[src/rtl/rpn_pkg.sv]
// Shared types for the RPN token sequencer: opcodes, FSM states and the
// depth-counter width helper.
package rpn_pkg;

  typedef enum logic [2:0] {
    OP_PUSH = 3'b000,
    OP_ADD  = 3'b001,
    OP_SUB  = 3'b010,
    OP_AND  = 3'b011,
    OP_XOR  = 3'b100,
    OP_DROP = 3'b101
  } rpn_op_e;

  typedef enum logic [2:0] {
    ST_IDLE   = 3'd0,
    ST_PUSH   = 3'd1,
    ST_POP_B  = 3'd2,
    ST_POP_A  = 3'd3,
    ST_PUSH_R = 3'd4
  } rpn_state_e;

  // Counter must hold 0..DEPTH inclusive.
  function automatic int unsigned depth_w(input int unsigned depth);
    return $clog2(depth + 1);
  endfunction

  localparam int unsigned RPN_DEPTH_DEFAULT   = 8;
  localparam int unsigned RPN_DEPTH_W_DEFAULT = depth_w(RPN_DEPTH_DEFAULT);

  function automatic logic is_binary(input rpn_op_e op);
    return (op == OP_ADD) || (op == OP_SUB) || (op == OP_AND) || (op == OP_XOR);
  endfunction

endpackage

[src/rtl/rpn_alu.sv]
// Combinational binary ALU; a is the deeper operand, results wrap modulo 2^WIDTH.
module rpn_alu
  import rpn_pkg::*;
#(
  parameter int WIDTH = 8
) (
  input  rpn_op_e          op,
  input  logic [WIDTH-1:0] a,
  input  logic [WIDTH-1:0] b,
  output logic [WIDTH-1:0] y
);

  always_comb begin
    y = '0;
    case (op)
      OP_ADD:  y = a + b;
      OP_SUB:  y = a - b;
      OP_AND:  y = a & b;
      OP_XOR:  y = a ^ b;
      default: y = '0;
    endcase
  end

endmodule

[src/rtl/rpn_sequencer.sv]
// Reverse-Polish token sequencer driving an external LIFO through push/pull
// strobes, tracking depth itself and pushing ALU results back onto the stack.
module rpn_sequencer
  import rpn_pkg::*;
#(
  parameter int WIDTH = 8,
  parameter int DEPTH = 8,
  localparam int DW   = depth_w(DEPTH)
) (
  input  logic             clkin,
  input  logic             rst,
  input  logic             tok_valid,
  output logic             tok_ready,
  input  logic [2:0]       tok_op,
  input  logic [WIDTH-1:0] tok_data,
  output logic             stk_psh,
  output logic             stk_pll,
  output logic [WIDTH-1:0] stk_din,
  input  logic [WIDTH-1:0] stk_dout,
  output logic [DW-1:0]    depth,
  output logic             res_valid,
  output logic [WIDTH-1:0] res,
  output logic             err_ovf,
  output logic             err_unf,
  output logic             err_op
);

  localparam logic [DW-1:0] DEPTH_FULL = DW'(DEPTH);
  localparam logic [DW-1:0] DEPTH_ONE  = DW'(1);

  rpn_state_e       state_q, state_d;
  logic [DW-1:0]    depth_q, depth_d;
  rpn_op_e          op_q, op_d;
  logic [WIDTH-1:0] opnd_q, opnd_d;
  logic [WIDTH-1:0] a_q, a_d;
  logic [WIDTH-1:0] b_q, b_d;
  logic [WIDTH-1:0] res_q, res_d;
  logic             ovf_q, ovf_d;
  logic             unf_q, unf_d;
  logic             eop_q, eop_d;

  rpn_op_e          tok_op_e;
  logic [WIDTH-1:0] alu_y;

  assign tok_op_e = rpn_op_e'(tok_op);

  rpn_alu #(
    .WIDTH (WIDTH)
  ) u_alu (
    .op (op_q),
    .a  (a_q),
    .b  (b_q),
    .y  (alu_y)
  );

  always_comb begin
    state_d = state_q;
    depth_d = depth_q;
    op_d    = op_q;
    opnd_d  = opnd_q;
    a_d     = a_q;
    b_d     = b_q;
    res_d   = res_q;
    ovf_d   = 1'b0;
    unf_d   = 1'b0;
    eop_d   = 1'b0;

    case (state_q)
      ST_IDLE: begin
        if (tok_valid) begin
          // Error tokens are consumed here without touching the stack.
          case (tok_op_e)
            OP_PUSH: begin
              if (depth_q == DEPTH_FULL) begin
                ovf_d = 1'b1;
              end else begin
                opnd_d  = tok_data;
                state_d = ST_PUSH;
              end
            end
            OP_ADD, OP_SUB, OP_AND, OP_XOR: begin
              if ((depth_q == '0) || (depth_q == DEPTH_ONE)) begin
                unf_d = 1'b1;
              end else begin
                op_d    = tok_op_e;
                state_d = ST_POP_B;
              end
            end
            OP_DROP: begin
              if (depth_q == '0) begin
                unf_d = 1'b1;
              end else begin
                op_d    = OP_DROP;
                state_d = ST_POP_B;
              end
            end
            default: eop_d = 1'b1;
          endcase
        end
      end
      ST_PUSH: begin
        depth_d = depth_q + DEPTH_ONE;
        state_d = ST_IDLE;
      end
      ST_POP_B: begin
        b_d     = stk_dout;
        depth_d = depth_q - DEPTH_ONE;
        state_d = is_binary(op_q) ? ST_POP_A : ST_IDLE;
      end
      ST_POP_A: begin
        a_d     = stk_dout;
        depth_d = depth_q - DEPTH_ONE;
        state_d = ST_PUSH_R;
      end
      ST_PUSH_R: begin
        res_d   = alu_y;
        depth_d = depth_q + DEPTH_ONE;
        state_d = ST_IDLE;
      end
      default: state_d = ST_IDLE;
    endcase
  end

  always_ff @(posedge clkin or posedge rst) begin
    if (rst) begin
      state_q <= ST_IDLE;
      depth_q <= '0;
      op_q    <= OP_PUSH;
      opnd_q  <= '0;
      a_q     <= '0;
      b_q     <= '0;
      res_q   <= '0;
      ovf_q   <= 1'b0;
      unf_q   <= 1'b0;
      eop_q   <= 1'b0;
    end else begin
      state_q <= state_d;
      depth_q <= depth_d;
      op_q    <= op_d;
      opnd_q  <= opnd_d;
      a_q     <= a_d;
      b_q     <= b_d;
      res_q   <= res_d;
      ovf_q   <= ovf_d;
      unf_q   <= unf_d;
      eop_q   <= eop_d;
    end
  end

  // Strobes decode from state alone; the result is shown live during PUSH_R.
  always_comb begin
    tok_ready = (state_q == ST_IDLE);
    stk_psh   = (state_q == ST_PUSH) || (state_q == ST_PUSH_R);
    stk_pll   = (state_q == ST_POP_B) || (state_q == ST_POP_A);
    res_valid = (state_q == ST_PUSH_R);
    stk_din   = (state_q == ST_PUSH_R) ? alu_y : opnd_q;
    res       = (state_q == ST_PUSH_R) ? alu_y : res_q;
  end

  assign depth   = depth_q;
  assign err_ovf = ovf_q;
  assign err_unf = unf_q;
  assign err_op  = eop_q;

endmodule

[config.mk]
export PLATFORM = sky130hd
export DESIGN_NAME = rpn_sequencer
export DESIGN_NICKNAME = d
export VERILOG_FILES = /design/src/rtl/rpn_pkg.sv /design/src/rtl/rpn_alu.sv /design/src/rtl/rpn_sequencer.sv
export SDC_FILE = /design/constraint.sdc
export NUM_CORES = 1
export LEC_CHECK = 0
export BUFFER_PORTS_ARGS = -buffer_cell sky130_fd_sc_hd__buf_2
export CAP_MARGIN = 20
export CORE_ASPECT_RATIO = 2
export CORE_MARGIN = 2
export CORE_UTILIZATION = 61
export CTS_CLUSTER_DIAMETER = 30
export CTS_CLUSTER_SIZE = 24
export DETAILED_ROUTE_END_ITERATION = 10
export PLACE_DENSITY = 0.91
export SYNTH_ARGS = -nofsm -noshare
export SYNTH_HDL_FRONTEND = slang
export SYNTH_HIERARCHICAL = 1
export SYNTH_SLANG_ARGS = --single-unit
[constraint.sdc]
create_clock -name clkin -period 6 [get_ports clkin]
set_clock_uncertainty 0.15 [all_clocks]
set_input_delay 0.3 -clock clkin [delete_from_list [all_inputs] [get_ports clkin]]
set_output_delay 0.3 -clock clkin [all_outputs]
set_load 0.005 [all_outputs]
---- After elaboration in Yosys (flattened, before gate mapping) ----
Index checks and enable logic that the tools add are counted.
storage, ports and cells
  bits in registers ....................... 45
  logic and storage cells ................. 83
operators by class
  add/sub/neg operators ................... 4
  equality and inequality tests ........... 22
  mux-type cells .......................... 26
  bitwise logic cells ..................... 3
  reduce and logical (&&, ||, !) cells .... 18
operators by type and width
  cell                                                 number
  case mux 8 bit (4 select lines)                      1
  equality test 3 x 2 -> 1 bit, second input constant  6
  two-way mux 3 bit                                    6
  case mux 3 bit (3 select lines)                      2
  two-way mux 8 bit                                    2
  equality test 3 bit, second input constant           4
  two-way mux 1 bit                                    11
  AND reduction 5 bit                                  2
  equality test 3 x 1 -> 1 bit, second input constant  3
  != test 3 bit, second input constant                 3
  adder 8 bit                                          1
  bitwise AND 8 bit                                    1
  case mux 4 bit (2 select lines)                      1
  subtractor 8 bit                                     1
  XOR 8 bit                                            1
  zero test 3 bit                                      2
  logical OR 1 bit                                     6
  != test 2 bit, second input constant                 3
  case mux 3 bit (2 select lines)                      1
  OR reduction 6 bit                                   1
  adder 4 x 1 -> 4 bit, second input constant          1
  equality test 4 x 1 -> 1 bit, second input constant  1
  equality test 4 bit, second input constant           1
  zero test 4 bit                                      1
  9 further kinds                                      11

---- Depth between registers and ports, before layout ----
Gate-level depths: netlist (run 1).
  word-level depth ........................ 6
  mapped depth ............................ 12
  gate-level depth less buffers ........... 12

---- Hierarchy ----
Netlist (run 1), hierarchy kept.
modules (own cells, without submodules)
  module         times used  cells each  area an instance (µm²)
  rpn_sequencer  1           175         2000.7
  rpn_alu        1           112         808.3

---- Worst setup path before layout (run 1) ----
OpenSTA, ideal clock, no wires.
  kind .................................... register to output
  from .................................... register op_q[0]
  to ...................................... output port res[6]
  arrival time ............................ 2537 ps
  data required time ...................... 5550 ps
  slack ................................... 3013 ps
  cell stages (with the launch flop) ...... 12
  path buffers ............................ 1
  cells stage by stage .................... dfrtp_1 buf_6 nor3b_4 mux2_2 fa_1 nand2b_1 a21oi_1 o21a_1 nor3_1 o31ai_1 nand2_1 nand2_1
on the way
  longest elaborated chain between the ends .. 3
  elaborated cells on any way between the ends .. 6
  classes of those cells .................. eq/ne (4); mux (2)
RTL lines
  element                                            RTL line              text
  start, declared                                    rpn_sequencer.sv:33   rpn_op_e op_q, op_d;
  start signal, assigned                             rpn_sequencer.sv:139  op_q <= op_d;
  equality test 3 bit, or another cell as far along  rpn_alu.sv:15         case (op)
  case mux 8 bit (4 select lines) (*)                rpn_alu.sv:15
  net alu_y[6]                                       rpn_sequencer.sv:43   logic [WIDTH-1:0] alu_y;
  two-way mux 8 bit (*)                              rpn_sequencer.sv:157  res = (state_q == ST_PUSH_R) ? alu_y : res_q;
  end, declared                                      rpn_sequencer.sv:22   output logic [WIDTH-1:0] res,
The timed path passes the listed nets; every way through them passes the cells marked *.

---- Worst setup path after layout (run 1) ----
  from .................................... register op_q[1]
  to ...................................... output port res[6]
The elaborated chain is that of the path after synthesis.

==> results of run 1 <==
==> cell families after synthesis <==
group | count (synthesis) | share of synthesized area [%]
multiplexers | 28 | 11.1
buffers and inverters | 25 | 3.96
adder cells (fa/ha/maj) | 21 | 9.62
AND/OR/NAND/NOR | 102 | 18.1
AO/OA/AOI/OAI | 52 | 12.5
XOR/XNOR | 14 | 4.63
flip-flops | 45 | 40.1
==> cell usage after synthesis (2+ instances only) <==
cell type,number,area (sq um)
o21a_1,5,37.5
nand2_1,57,214
o31ai_1,3,22.5
nor2b_1,2,12.5
nor3_1,5,25.0
dfrtp_1,45,1130
ha_1,20,250
buf_2,2,10.0
nor4_1,2,12.5
inv_1,19,71.3
nand2b_1,6,37.5
a22oi_1,4,30.0
a211oi_1,3,22.5
a31oi_1,3,18.8
buf_6,2,22.5
a21oi_1,9,45.0
mux2i_1,2,20.0
xnor2_1,12,105
a32o_1,2,20.0
o21ai_0,12,60.1
mux2_2,26,293
nor2_1,17,63.8
==> tightest hold or removal path, stage by stage <==
cell   delay, ns
buf_2       0.10
inv_1       0.05
buf_4       0.45
==> flip-flops by register name, summed over array words and instances (netlist names) <==
signal and cells:
a_q 8, b_q 8, depth 4, err_op 1, err_ovf 1, err_unf 1, op_q 3, opnd_q 8
res_q 8, state_q 3
==> cell usage in the layout (no fill, tap or decap), drive strengths merged, types with 6 or more instances in the layout <==
master  netlist  routed
o21ai        13      13
nand2        58      58
clkbuf        1       6
xnor2        13      13
mux2         26      26
buf           4      49
a21oi         9       9
ha           20      20
inv          19      19
dfrtp        45      45
nor2         19      19
nor3          7       7
nand2b        6       6
==> final cells by class <==
type                       instances  area share [%]
inverter                          20            2.36
multi-input combinational        217            49.3
timing repair buffer              49            7.78
clock buffer                       6            2.59
sequential                        45            35.3
tap                               55            2.16
clock inverter                     2           0.432
==> metal layers <==
layer  wire length [um]  GRT usage (%)  vias to the layer above
met2               3260           44.0                       71
met1               2410           30.9                     1091
met5                  0              0                        -
met3                212           3.42                       16
met4                219           13.4                        0
li1                   -              -                     1101
==> report_power, final <==
group | internal (mW) | switching (mW)
logic | 0.590 | 0.650
registers | 0.438 | 0.160
clock network | 0.0933 | 0.101
total | 1.12 | 0.912
==> through the flow <==
stage                     util [%]  area [sq um]  std cells  worst slack [ns]
after global placement        68.5          3090        386              2.61
final                         70.6          3190        394              2.18
after global routing          70.6          3190        394              1.97
after detailed placement      68.5          3090        386              2.55
after floorplan                  -          2810        287              3.01
after CTS                     70.6          3190        394              2.20
==> path summary, 6_finish.rpt <==
check | start | end | slack, ns | cells after the start
max | op_q[1] | res[6] | 2.18 | 11
min | rst | op_q[1] | -0.007 | 3
max reg2reg | op_q[1] | res_q[6] | 2.83 | 10
min reg2reg | res_q[6] | res_q[6] | 0.32 | 2
max in group asynchronous | rst | err_unf | 5.32 | 3
min in group clkin | tok_data[5] | opnd_q[5] | 0.08 | 2
==> metrics, run 1 <==
All-Layer GR Usage=25.9%; Max Transition Viols Final=0; CTS tree=built; fillers=345; CP Buf/Inv Count=1; Startpoint Class=register; sequential area share after synthesis=40.1%; vias in the first global route=2259; CP max stage cell=dfrtp_1; post-route DRC violation count=0; final number of setup-violating endpoints=0; Worst path max stage delay=0.62 ns; fmax=262 MHz; Yosys reg bits=45; CP Cell Sequence=nor3b_4 -> mux2_2 -> fa_1 -> nand2b_1 -> a21oi_1 -> o21a_1 -> nor3_1 -> o31ai_1 -> nand2_1 -> nand2_1 -> buf_2; Tmin final=3.82 ns; Synth Warn #=6; crit path max fanout=14; Gates resized, CTS repair=0; vias=2279; EDFF count, synth=0; unrepaired setup endpoints after global routing=false; Routed WL per cell=15.5 um; Std-Cell Rows=35; DR iter-0 viols=40; Critical Path AT=3.37 ns; net count reported at finish=381; drt total wl=6.10 mm; grt ovf=0; largest net degree at the start of global routing=46; setup_tns=0 ns; CTS buffer count=5; setup bufs post-CTS=0; crit share post-route=63.6%; clk root buf=clkbuf_8; most used cell, CP=nand2_1; static leakage=1.60 nW; Max VDD drop=442 uV; Area Overhead vs Synth=13.4%; hold-fix buffers at CTS=0; dpl hpwl=4.67 mm; ant diodes=0; Worst setup EP type=output port; Rel. slew slack=60.6%; critical path type=register to output port; Starting Density=62.3%; syn nets=330; asr flop ratio synth=100%; failing checks=negative hold slack; HP Class=input pin to asynchronous set/reset pin; I/O pin cnt=49; CTS sink count=45; Cell Area, Synth=2810 sq um; Fin. Hold Viols=9; global-route wire length before repair=10.1 mm; ANT nets after route=0; Via density=5.78; Chip Height=100 um; Primary FF master, synth=dfrtp_1; FF+latch area=1130 sq um; die area=5200 sq um; Die Wd=52.0 um; Yosys cell types=51; Least-Margin Pin Slew=0.589 ns; critical path data required time=5.55 ns; crit-path leading delay family=simple AND/OR/NAND/NOR gates; drt first pass iters=4; share of post-route cells with drive strength above 1=27.4%; Max Cap Violations=0; Power Dens Cells=638 nW/um^2; Core Area=4510 sq um; initial antenna violation count=0; H-tree depth=2; routability cong.=0.910; Syn Area/Cell=9.79 sq um; Clock Path Buffers=2; Multi-input gate area=1570 sq um; Buffers on Ports=48; CTS clock-pin slew for the worst setup and hold paths=0.08 ns; Gate Count Post-Synth=287; hold slack=-0.00732 ns; total power draw=2.03 mW; clk_lat worst skew=0.30 ns; run status=complete, but fails checks
Note: power is estimated with default switching activity, not from simulation.
==> inputs of run 2 (changes only) <==
--- a/config.mk
+++ b/config.mk
@@ -9,11 +9,11 @@
 export CAP_MARGIN = 20
 export CORE_ASPECT_RATIO = 2
 export CORE_MARGIN = 2
-export CORE_UTILIZATION = 61
+export CORE_UTILIZATION = 56
 export CTS_CLUSTER_DIAMETER = 30
 export CTS_CLUSTER_SIZE = 24
 export DETAILED_ROUTE_END_ITERATION = 10
-export PLACE_DENSITY = 0.91
+export PLACE_DENSITY = 0.85
 export SYNTH_ARGS = -nofsm -noshare
 export SYNTH_HDL_FRONTEND = slang
 export SYNTH_HIERARCHICAL = 1
==> constraint.sdc (replaced) <==
create_clock -name clkin -period 3.54 [get_ports clkin]
set_clock_uncertainty 0.15 [all_clocks]
set_input_delay 0.177 -clock clkin [delete_from_list [all_inputs] [get_ports clkin]]
set_output_delay 0.177 -clock clkin [all_outputs]
set_load 0.005 [all_outputs]
==> metrics, run 2 (synthesis gave the netlist of run 1 again) <==
static leakage=1.68 nW; Power Dens Cells=1050 nW/um^2; HP Class=input pin to register; critical path data required time=3.21 ns; ANT nets after route=0; Startpoint Class=register; Pint=1.99 mW; Clock power frac=11.1%; Least-Margin Pin Slew=0.589 ns; CTS buffer count=5; share of post-route cells with drive strength above 1=27.1%; routability cong.=0.932; switching share of power=44.2%; H-tree depth=2; vias in the first global route=2454; DR iter-0 viols=59; run status=finished clean; clk_lat worst skew=0.31 ns; share of power burned in combinational logic=61.0%; Clock Path Buffers=2; dpl hpwl=4.87 mm; crit path max fanout=11; die area=5630 sq um; ant diodes=0; critical path type=register to output port; Std-Cell Rows=36; unrepaired setup endpoints after global routing=false; Fin. Hold Viols=0; final number of setup-violating endpoints=0; crit share post-route=93.2%; CTS tree=built; All-Layer GR Usage=26.8%; sequential power share=27.9%; post-route DRC violation count=0; net count reported at finish=400; most frequent cells in the layout=nand2_1, buf_2, dfrtp_1; Finished Cell Area=3390 sq um; Critical Path AT=2.97 ns; Buffers on Ports=48; Max Transition Viols Final=0; Chip Height=104 um; drt total wl=6.62 mm; Rel. slew slack=60.6%; Area Overhead vs Synth=20.8%; drt first pass iters=4; setup_tns=0 ns; grt ovf=0; CTS sink count=45; Starting Density=57.7%; Tmin final=3.30 ns; global-route wire length before repair=11.1 mm; Core Area=4860 sq um; Max VDD drop=612 uV; CTS clock-pin slew for the worst setup and hold paths=0.09 ns; switching pwr=1.57 mW; largest net degree at the start of global routing=46; I/O pin cnt=49; setup bufs post-CTS=0; clk root buf=clkbuf_8; Max Cap Violations=0; Via density=5.65; Worst setup EP type=output port; fmax=303 MHz; most common cell after layout, fill and taps aside=nand2_1; vias=2344; r2r setup slk=0.75 ns; Final Util=69.8%; Routed WL per cell=15.9 um; hold slack=0.0156 ns; initial antenna violation count=0; Die Wd=54.1 um; placed cell areas=3110 sq um
## run 2: cell count changes in the layout (fill, tap and decap cells not counted), moves of 2 or more
cell / previous run / this run
buf_4: 1 / 3
dfrtp_2: 0 / 2
dfrtp_1: 45 / 43
dlygate4sd3_1: 0 / 17
## run 2: power by group through the flow
stage | registers (mW) | clock network (mW) | logic, mW
floorplan | 0.916 | 0 | 1.66
global placement | 0.986 | 0 | 2.03
detailed placement | 1.00 | 0 | 2.11
CTS | 0.991 | 0.399 | 2.14
global route | 1.03 | 0.421 | 2.42
finish | 0.995 | 0.394 | 2.17
## run 2: what timing repair did
item                                    4_1_cts  5_1_grt
hold buffers                                 17        0
endpoints found under the setup margin        0        6
hold endpoints to repair                     69        0
resized for setup                             0        3
## run 2: worst paths after layout
| path | startpoint | to | cells past startpoint |
|---|---|---|---|
| worst max-delay path | op_q[0] | res[4] | 13 |
| worst min-delay path | tok_op[0] | op_q[0] | 2 |
| worst max register to register | op_q[0] | res_q[4] | 12 |
| worst min register to register | res_q[5] | res_q[5] | 2 |
| max in group asynchronous | rst | op_q[2] | 4 |
| min in group asynchronous | rst | err_ovf | 4 |
## run 2: layer usage
layer / GRT usage [%] / wire length, um
met5: 0 / 0
met4: 12.7 / 261
met3: 5.46 / 193
met2: 49.0 / 3750
met1: 26.5 / 2420
## run 2: metrics by stage
step	total power [mW]	worst slack [ns]	instances
final	3.56	0.242	415
after global routing	3.87	0.0153	415
after CTS	3.53	0.160	415
after detailed placement	3.11	0.495	390
after global placement	3.02	0.524	390
after floorplan	2.57	0.676	287
## run 2: final cells by class
class | instances | area [sq um]
Multi-Input combinational cell | 217 | 1580
Tap cell | 57 | 71.3
Clock buffer | 6 | 72.6
Timing Repair Buffer | 68 | 433
Fill cell | 398 | 1470
Inverter | 20 | 75.1
Sequential cell | 45 | 1130
Clock inverter | 2 | 38.8
## run 2: worst max-delay path, stage by stage (launching register included)
cell	delay, ns
dfrtp_2	0.49
nor3b_4	0.23
buf_4	0.18
nor2_1	0.05
xnor2_1	0.12
ha_1	0.33
nand2b_1	0.13
nand2_1	0.07
a211oi_1	0.32
o31ai_1	0.10
a221o_1	0.32
nand2_1	0.09
nand2_1	0.08
buf_2	0.13
